--- src/rtl/led_pkg.sv ---
// Shared types and default sizing for the breathing user-LED stage.
package led_pkg;

    localparam int LED_PWM_BITS_DEF = 8;
    localparam int LED_STEP_DIV_DEF = 15686;

    typedef enum logic [1:0] {
        HOLD_LO = 2'd0,
        RISE    = 2'd1,
        HOLD_HI = 2'd2,
        FALL    = 2'd3
    } breath_state_t;

endpackage

--- src/rtl/led_pwm_gen.sv ---
// Free-running PWM generator; the duty is latched only at the period boundary.
// pwm_out is the raw compare result, registered by the caller.
module led_pwm_gen #(
    parameter int PWM_BITS = 8
) (
    input  logic                clk,
    input  logic                rst_n,
    input  logic [PWM_BITS-1:0] duty,
    output logic                pwm_out
);

    localparam logic [PWM_BITS-1:0] CNT_MAX = '1;
    localparam logic [PWM_BITS-1:0] CNT_ONE = 1;

    logic [PWM_BITS-1:0] cnt_q;
    logic [PWM_BITS-1:0] duty_q;

    always_ff @(posedge clk or negedge rst_n) begin
        if (!rst_n) begin
            cnt_q  <= '0;
            duty_q <= '0;
        end else begin
            cnt_q <= cnt_q + CNT_ONE;
            if (cnt_q == CNT_MAX) begin
                duty_q <= duty;
            end
        end
    end

    // A full-scale duty would otherwise leave one dark cycle per period.
    always_comb begin
        pwm_out = 1'b0;
        if (duty_q == CNT_MAX) begin
            pwm_out = 1'b1;
        end else begin
            pwm_out = (cnt_q < duty_q);
        end
    end

endmodule

--- src/rtl/led_breather.sv ---
// Breathing LED driver: ramps PWM brightness up/down following blink_in edges.
// Optional gamma-2 duty mapping is enabled by defining LED_BREATHER_GAMMA_EN.
module led_breather
    import led_pkg::*;
#(
    parameter int PWM_BITS = LED_PWM_BITS_DEF,
    parameter int STEP_DIV = LED_STEP_DIV_DEF
) (
    input  logic                clk,
    input  logic                rst_n,
    input  logic                blink_in,
    input  logic                enable,
    output logic                WF_LED,
    output logic [PWM_BITS-1:0] level,
    output logic                fading
);

    localparam int STEP_W = (STEP_DIV > 1) ? $clog2(STEP_DIV) : 1;
    localparam logic [STEP_W-1:0]   STEP_LAST = STEP_W'(STEP_DIV - 1);
    localparam logic [STEP_W-1:0]   STEP_ONE  = 1;
    localparam logic [PWM_BITS-1:0] LEVEL_MAX = '1;
    localparam logic [PWM_BITS-1:0] LEVEL_ONE = 1;
    localparam logic [PWM_BITS-1:0] LEVEL_PRE = LEVEL_MAX - LEVEL_ONE;

    logic                sync1_q, sync2_q, prev_q;
    logic [1:0]          arm_q;
    breath_state_t       state_q;
    logic [PWM_BITS-1:0] level_q;
    logic [STEP_W-1:0]   step_q;
    logic                fading_q;
    logic                led_q;

    logic                armed, rise_edge, fall_edge, step_hit;
    logic [PWM_BITS-1:0] duty_d;
    logic                pwm_raw;

    // Edges are ignored until the synchronizer and previous-value flop hold
    // real samples, so a level already high at reset release starts nothing.
    assign armed     = (arm_q == 2'd3);
    assign rise_edge = armed &  sync2_q & ~prev_q;
    assign fall_edge = armed & ~sync2_q &  prev_q;
    assign step_hit  = (step_q == STEP_LAST);

    always_ff @(posedge clk or negedge rst_n) begin
        if (!rst_n) begin
            sync1_q  <= 1'b0;
            sync2_q  <= 1'b0;
            prev_q   <= 1'b0;
            arm_q    <= 2'd0;
            state_q  <= HOLD_LO;
            level_q  <= '0;
            step_q   <= '0;
            fading_q <= 1'b0;
            led_q    <= 1'b0;
        end else begin
            sync1_q  <= blink_in;
            sync2_q  <= sync1_q;
            prev_q   <= sync2_q;
            if (arm_q != 2'd3) begin
                arm_q <= arm_q + 2'd1;
            end
            fading_q <= (state_q == RISE) || (state_q == FALL);
            led_q    <= enable & pwm_raw;

            if (!enable) begin
                state_q <= HOLD_LO;
                level_q <= '0;
                step_q  <= '0;
            end else if (rise_edge) begin
                state_q <= RISE;
                step_q  <= '0;
            end else if (fall_edge) begin
                state_q <= FALL;
                step_q  <= '0;
            end else begin
                case (state_q)
                    RISE: begin
                        if (level_q == LEVEL_MAX) begin
                            state_q <= HOLD_HI;
                            step_q  <= '0;
                        end else if (step_hit) begin
                            level_q <= level_q + LEVEL_ONE;
                            step_q  <= '0;
                            if (level_q == LEVEL_PRE) begin
                                state_q <= HOLD_HI;
                            end
                        end else begin
                            step_q <= step_q + STEP_ONE;
                        end
                    end
                    FALL: begin
                        if (level_q == '0) begin
                            state_q <= HOLD_LO;
                            step_q  <= '0;
                        end else if (step_hit) begin
                            level_q <= level_q - LEVEL_ONE;
                            step_q  <= '0;
                            if (level_q == LEVEL_ONE) begin
                                state_q <= HOLD_LO;
                            end
                        end else begin
                            step_q <= step_q + STEP_ONE;
                        end
                    end
                    default: begin
                        step_q <= '0;
                    end
                endcase
            end
        end
    end

`ifdef LED_BREATHER_GAMMA_EN
    logic [2*PWM_BITS-1:0] level_sq;
    assign level_sq = level_q * level_q;

    always_comb begin
        duty_d = PWM_BITS'(level_sq >> PWM_BITS);
        if (level_q == LEVEL_MAX) begin
            duty_d = LEVEL_MAX;
        end
    end
`else
    always_comb begin
        duty_d = level_q;
    end
`endif

    led_pwm_gen #(
        .PWM_BITS (PWM_BITS)
    ) u_pwm (
        .clk     (clk),
        .rst_n   (rst_n),
        .duty    (duty_d),
        .pwm_out (pwm_raw)
    );

    assign WF_LED = led_q;
    assign level  = level_q;
    assign fading = fading_q;

endmodule

--- config.mk ---
export PLATFORM = sky130hd
export DESIGN_NAME = led_breather
export DESIGN_NICKNAME = d
export VERILOG_FILES = /design/src/rtl/led_pkg.sv /design/src/rtl/led_pwm_gen.sv /design/src/rtl/led_breather.sv
export SDC_FILE = /design/constraint.sdc
export NUM_CORES = 1
export LEC_CHECK = 0
export CORE_ASPECT_RATIO = 1.4
export CORE_MARGIN = 1.5
export CORE_UTILIZATION = 30
export DETAILED_ROUTE_END_ITERATION = 12
export GPL_TIMING_DRIVEN = 0
export PLACE_DENSITY_LB_ADDON = 0.2
export SYNTH_ARGS = -nofsm -noshare
export SYNTH_HDL_FRONTEND = slang
export SYNTH_SLANG_ARGS = --single-unit
--- constraint.sdc ---
create_clock -name clk -period 2.34 [get_ports clk]
set_input_delay 0.468 -clock clk [delete_from_list [all_inputs] [get_ports clk]]
set_output_delay 0.468 -clock clk [all_outputs]
set_load 0.02 [all_outputs]
* After elaboration in Yosys (flattened, before gate mapping)
Index checks and enable logic that the tools add are counted.
** Storage, ports and cells
- Register bits :: 47
- Input bits :: 4
- Output and inout port bits :: 10
- Word-level logic and storage cells :: 76
** Cells by class
- Add/sub/neg operators :: 5
- Order comparisons :: 1
- Equality and inequality tests :: 22
- Muxes and demuxes :: 26
- Bitwise logic cells :: 7
- Reductions and logical operators :: 4
** Operators with widths (number)
- 2-to-1 mux 14 bit :: 6
- 2-to-1 mux 8 bit :: 7
- == test 8 bit, second input constant :: 4
- case mux 14 bit (2 select lines) :: 1
- 2-to-1 mux 2 bit :: 9
- adder 8 x 1 -> 8 bit, second input constant :: 2
- case mux 8 bit (2 select lines) :: 1
- adder 14 x 1 -> 14 bit, second input constant :: 1
- == test 14 bit, second input constant :: 1
- inequality test 3 bit, second input constant :: 4
- inequality test 6 x 4 -> 1 bit, second input constant :: 2
- inequality test 6 x 5 -> 1 bit, second input constant :: 2
- == test 8 x 1 -> 1 bit, second input constant :: 1
- logical NOT 8 bit :: 1
- less-than comparator 8 bit :: 1
- subtractor 8 x 1 -> 8 bit, second input constant :: 1
- AND reduction 7 bit :: 1
- inequality test 2 bit, second input constant :: 3
- AND 1 bit :: 5
- inequality test 5 x 1 -> 1 bit, second input constant :: 1
- AND reduction 5 bit :: 1
- == test 2 bit, second input constant :: 2
- case mux 2 bit (2 select lines) :: 1
- inequality test 3 x 1 -> 1 bit, second input constant :: 1
- other kinds (5) :: 6

* Longest topological paths before layout
- Depth in word-level cells :: 8
- Mapped depth :: 8
- Depth with buffers taken out :: 7

* Modules after synthesis
From an unflattened synthesis, not the netlist that was laid out.
** Second synthesis, totals
- Cells, all modules :: 238
- Area, all modules :: 2513.7 um2
** By module, submodules not included
- led_breather :: times used 1, cells an instance 169, area an instance 1659.1 um2
- led_pwm_gen :: times used 1, cells an instance 69, area an instance 854.6 um2

* Worst setup path before layout
OpenSTA, ideal clock, no wires.
- Kind :: register to register
- Start :: reg level_q[0], in the netlist level[0]
- End :: reg level_q[2], in the netlist level[2]
- Library setup time :: 66 ps
- Arrival time :: 2111 ps
- Required time :: 2274 ps
- Slack :: 163 ps
- Stages on the path, launching flop included :: 8
- Clock period less this slack :: 2177 ps
- Cell sequence :: dfrtp_1 inv_1 ha_1 and4bb_4 a221oi_2 nand3_4 or4b_1 nand2_1
** On the way
- Word-level cells in the longest chain between the ends :: 7
- Elaborated cells between the ends (all ways) :: 15
- Those cells by class :: add/sub (2); eq/ne (3); mux (8); reduce/logical (2)
** Ends and longest elaborated chain
- start, declared :: line led_breather.sv:28 : logic [PWM_BITS-1:0] level_q;
- start signal, assigned :: line led_breather.sv:82 : level_q <= level_q + LEVEL_ONE;
- start signal, assigned :: line led_breather.sv:96 : level_q <= level_q - LEVEL_ONE;
- subtractor 8 x 1 -> 8 bit or adder 8 x 1 -> 8 bit (tied branches) :: line led_breather.sv:96, led_breather.sv:82
- 2-to-1 mux 8 bit (on tied branches) :: line led_breather.sv:95, led_breather.sv:81
- 2-to-1 mux 8 bit (on tied branches) :: line led_breather.sv:92, led_breather.sv:78
- case mux 8 bit (2 select lines) :: line led_breather.sv:76 : case (state_q)
- 2-to-1 mux 8 bit :: line led_breather.sv:72 : end else if (fall_edge) begin
- 2-to-1 mux 8 bit :: line led_breather.sv:69 : end else if (rise_edge) begin
- 2-to-1 mux 8 bit :: line led_breather.sv:65 : if (!enable) begin
Several ways; a longest one is shown, not always the timed one. The select of a mux whose other input is x is not followed.
A chain may end at the register's enable or synchronous reset.

* Final worst setup path
Same ends and word-level chain as after synthesis.

==> impl.org <==
** Setup path
- End of the worst register-to-register path :: level[2]
- The critical path is of the reg2reg type.
- Data on the critical path arrives at its endpoint at between 2 and 2.5 ns.
- For the worst flop-to-flop path, the logic depth is 7.
- Startpoint class of the critical path :: flop
- CP max FO :: 10
- For the worst setup path, the data required time is 2.57 ns.
- The worst setup path is captured at a flop.
- The setup check on the worst reg-to-reg path leaves a slack of approximately 0.16 ns.
- Startpoint of the worst-slack reg-to-reg timing path :: level[0]

** GRT
- The first global-routing pass estimated 9170 µm of wire.
- The initial antenna violation count is 0.
- Via count of the first global-routing pass :: 1900
- Summed over all layers, the global routing overflow is 0.
- Across every metal layer, demand over resource in global routing totals 13.3%.
- Pin count of the biggest net entering global routing :: 38

** Place
- Before CTS, the worst setup slack after placement is between 0.03 and 0.04 ns.
- Counting tap cells, the placed design contains a total of 364 instances.
- Routability Congestion :: roughly 0.74
- Number of port buffers :: 13
- After legalization and detailed placement, the total HPWL measured between 3000 and 4000 µm.

** Logic synthesis
- Fraction of registers with async set/reset :: between 90% and 100%
- Post-synthesis sequential area ratio :: 46.8%
- Per-instance average area after synthesis :: ~10 µm²
- Predominant post-synthesis flop cell :: sky130_fd_sc_hd__dfrtp_1
- Post-synth cell types :: 42
- In this run the cell area of the synthesized design comes to about 0.0025 mm².
- Counting every instance in the synthesized netlist gives between 200 and 250.
- Yosys mapped a number of flops with a built-in enable equal to 0.
- Number of synthesized register bits :: 47
- Syn. warnings :: 0
- Counting every net in the synthesized netlist gives 267.

** Layout
- At the end of the flow, the number of nets in the layout was around 290.
- The layout has approximately 820 filler cells.
- Most frequent cells in the layout :: sky130_fd_sc_hd__dfrtp_1, sky130_fd_sc_hd__nand2_1, sky130_fd_sc_hd__nor2_1, sky130_fd_sc_hd__nand3_1, sky130_fd_sc_hd__ha_1
- The library cell used most frequently in the layout, excluding fill and tap cells, is sky130_fd_sc_hd__dfrtp_1.
- Number of antenna cells inserted :: 0
- The multi-input combinational cells in the finished layout cover a total of approximately 0.0013 mm².
- Summing all flip-flop and latch instances after layout gives 0.00118 mm².
- Post-synthesis to final-layout area growth :: 17.7%
- Ratio of cells with drive above 1 in the final layout :: between 8 and 9%
- The finished layout holds approximately 370 standard cells, fillers aside.

** Timing
- At the pin with the least slew margin, the transition time is 0.786 ns.
- In this run the tightest slew margin relative to its limit is roughly 47%.
- The final critical path takes up between 90% and 100% of the cycle.
- Final setup vio count :: 0
- Tmin final :: approximately 2.2 ns
- Slew Viols, Final :: 0
- Worst-case clock skew :: just over 0.008 ns
- RSZ-0062 raised after global routing :: false
- Peak Freq :: around 0.46 GHz
- Setup slack closes at approximately 0.16 ns.
- The final number of hold-violating endpoints was 0.

** Die
- The floorplan step defined a die boundary enclosing ~0.009 mm².
- Row count :: 39
- During I/O placement, the number of pins put on the boundary was 14.
- From bottom edge to top edge, the die measures around 110 µm.
- Starting utilization of the core area :: 30.8%
- In this run the standard cell core region covers 0.00815 mm².
- Measured along the x axis, the die boundary spans around 80 µm.

** Route
- Dividing the detail-routed wire length by the instance count gives 14.0 µm.
- The first detailed-routing pass ran for 4 iterations.
- Final Routed Wirelength :: 5180 µm
- Average vias per placed instance :: around 5
- Detailed-route DRC error count :: 0
- Iteration-0 DRC Markers :: a little over 60
- Vias :: 1818
- Count of antenna-violating nets left after detailed routing :: 0

** Clocking
- Post-CTS timing repair inserted 0 buffers for setup.
- Clock tree from TritonCTS :: built
- CTS built an H-tree with a depth of 2.
- CTS placed an instance of sky130_fd_sc_hd__clkbuf_16 at the clock tree root.
- Clock slew at the register clock pins of the worst setup and hold paths :: 0.07 ns
- Clock latency reported for the late side of the worst-skew pair :: roughly 0.29 ns
- In this run the deepest clock path goes through 2 buffers.
- Inserted Clock Buffers :: 5
- For this design, the sink count on the clock tree is between 40 and 50.
- Buffers inserted to repair hold after CTS numbered 0.

** Pwr
- Sequential cells burn between 40% and 50% of the power.
- Power spread over the standard cell area amounts to between 500 and 600 mW/mm².
- The share of total power dissipated in the clock network is approximately 47%.
- Portion of total power attributed to combinational logic :: roughly 5%
- Net switching component of the power :: 0.000363 W
- Largest voltage drop on the vdd net :: 0.427 mV
- Net switching fraction of the power :: about a fifth
- P_leak :: around 1.2 nW
- Internal Pwr Total :: about 0.0014 W

** Worst hold path
- The worst hold path belongs to the class in2async.

** Status
- Outcome :: completed

** Flow run
- Max-capacitance violation count :: 0
==> synthesized netlist by cell type, types with 2 or more instances <==
master	n	area, µm²
sky130_fd_sc_hd__and4_1	2	17.5
sky130_fd_sc_hd__a21oi_1	8	40.0
sky130_fd_sc_hd__a21boi_1	2	15.0
sky130_fd_sc_hd__inv_1	13	48.8
sky130_fd_sc_hd__o32a_1	2	20.0
sky130_fd_sc_hd__o21ai_0	12	60.1
sky130_fd_sc_hd__nand4b_1	2	17.5
sky130_fd_sc_hd__xor2_1	12	105
sky130_fd_sc_hd__xnor2_1	10	87.6
sky130_fd_sc_hd__nor2b_1	4	25.0
sky130_fd_sc_hd__or3_1	2	12.5
sky130_fd_sc_hd__buf_2	2	10.0
sky130_fd_sc_hd__clkbuf_1	4	15.0
sky130_fd_sc_hd__and2_1	2	12.5
sky130_fd_sc_hd__nor2_1	19	71.3
sky130_fd_sc_hd__mux2_2	2	22.5
sky130_fd_sc_hd__nand3_1	15	75.1
sky130_fd_sc_hd__dfrtp_1	47	1180
sky130_fd_sc_hd__o211ai_1	2	15.0
sky130_fd_sc_hd__a21boi_0	2	15.0
sky130_fd_sc_hd__nand2b_1	5	31.3
sky130_fd_sc_hd__mux2i_1	6	60.1
sky130_fd_sc_hd__nand4_1	5	31.3
sky130_fd_sc_hd__nand2_1	27	101
sky130_fd_sc_hd__and3_1	6	37.5
sky130_fd_sc_hd__ha_1	15	188
sky130_fd_sc_hd__nor4_1	3	18.8
sky130_fd_sc_hd__buf_4	3	22.5
==> cell families (layout without fill, tap and decap cells) <==
logic type / after synthesis / after routing / share of synthesized area (%)
muxes: 8 / 8 / 3.29
AOI/OAI and AO/OA: 32 / 32 / 8.16
adders and majority gates: 15 / 15 / 7.47
and+or+nand+nor: 102 / 102 / 22.8
DFF: 47 / 47 / 46.8
buffers and inverters: 22 / 43 / 3.83
xor gates and xnor gates: 22 / 22 / 7.67
==> area by class of cell <==
cell class                 instances  area share (%)
clock inverter                     1            1.01
sequential                        47            39.8
timing repair buffer              14            4.90
tap                              102            4.31
multi-input combinational        179            42.3
inverter                          13            1.65
buffer                             9            1.61
clock buffer                       6            4.36
==> timing repair <==
item	in CTS	in global routing
setup endpoints to repair	0	11
endpoints found under the hold margin	0	0
gates resized for setup	0	3
==> how the worst max path moves through the flow <==
stage                     depth (start not counted)  startpoint   endpoint
after floorplan                                   7    level[0]   level[2]
after global placement                            1       rst_n  step_q[5]
after detailed placement                          7    level[0]   level[2]
after CTS                                         7    level[0]   level[2]
after global routing                              7    level[0]   level[2]
final                                             7    level[0]   level[2]
==> registers in the layout (all words and copies together), names as in the netlist <==
name / count
state_q: 2
WF_LED: 1
arm_q: 2
prev_q: 1
u_pwm.cnt_q: 8
u_pwm.duty_q: 8
sync1_q: 1
step_q: 14
sync2_q: 1
fading: 1
level: 8
==> critical path, cell delays in order (launching register included) <==
cell                       delay [ns]
sky130_fd_sc_hd__dfrtp_2         0.46
sky130_fd_sc_hd__inv_1           0.09
sky130_fd_sc_hd__ha_1            0.22
sky130_fd_sc_hd__and4bb_4        0.23
sky130_fd_sc_hd__a221oi_4        0.35
sky130_fd_sc_hd__nand3_4         0.19
sky130_fd_sc_hd__or4b_1          0.50
sky130_fd_sc_hd__nand2_1         0.07
==> per-layer routing <==
layer | wire length (µm) | global-route usage [%] | part of all wire [%] | vias to the layer above
met2 | 2720 | 23.3 | 53 | 22
met5 | 0 | 0 | 0 | -
met3 | 118 | 2.96 | 2.3 | 6
met4 | 109 | 5.86 | 2.1 | 0
li1 | - | - | - | 903
met1 | 2220 | 15.1 | 43 | 887
==> metrics by stage <==
stage	power [W]	util [%]	setup TNS (ns)	hold slack [ns]	instance area, µm²
2_1_floorplan	0.000889	-	0	0.172	2510
3_3_place_gp	0.000929	34.0	-29.34	0.336	2770
3_5_place_dp	0.000933	34.2	0	0.342	2790
4_1_cts	0.00174	36.1	0	0.0590	2950
5_1_grt	0.00179	36.3	0	0.0651	2960
6_report	0.00172	36.3	0	0.0501	2960
==> power groups by stage <==
stage                     clock network, W  registers (W)  logic [W]
after floorplan                          0       0.000846  0.0000435
final                             0.000798       0.000831  0.0000880
after detailed placement                 0       0.000846  0.0000864
after global routing              0.000864       0.000832  0.0000986
after CTS                         0.000824       0.000831  0.0000869
after global placement                   0       0.000846  0.0000825
(Power assumes the default switching activity.)
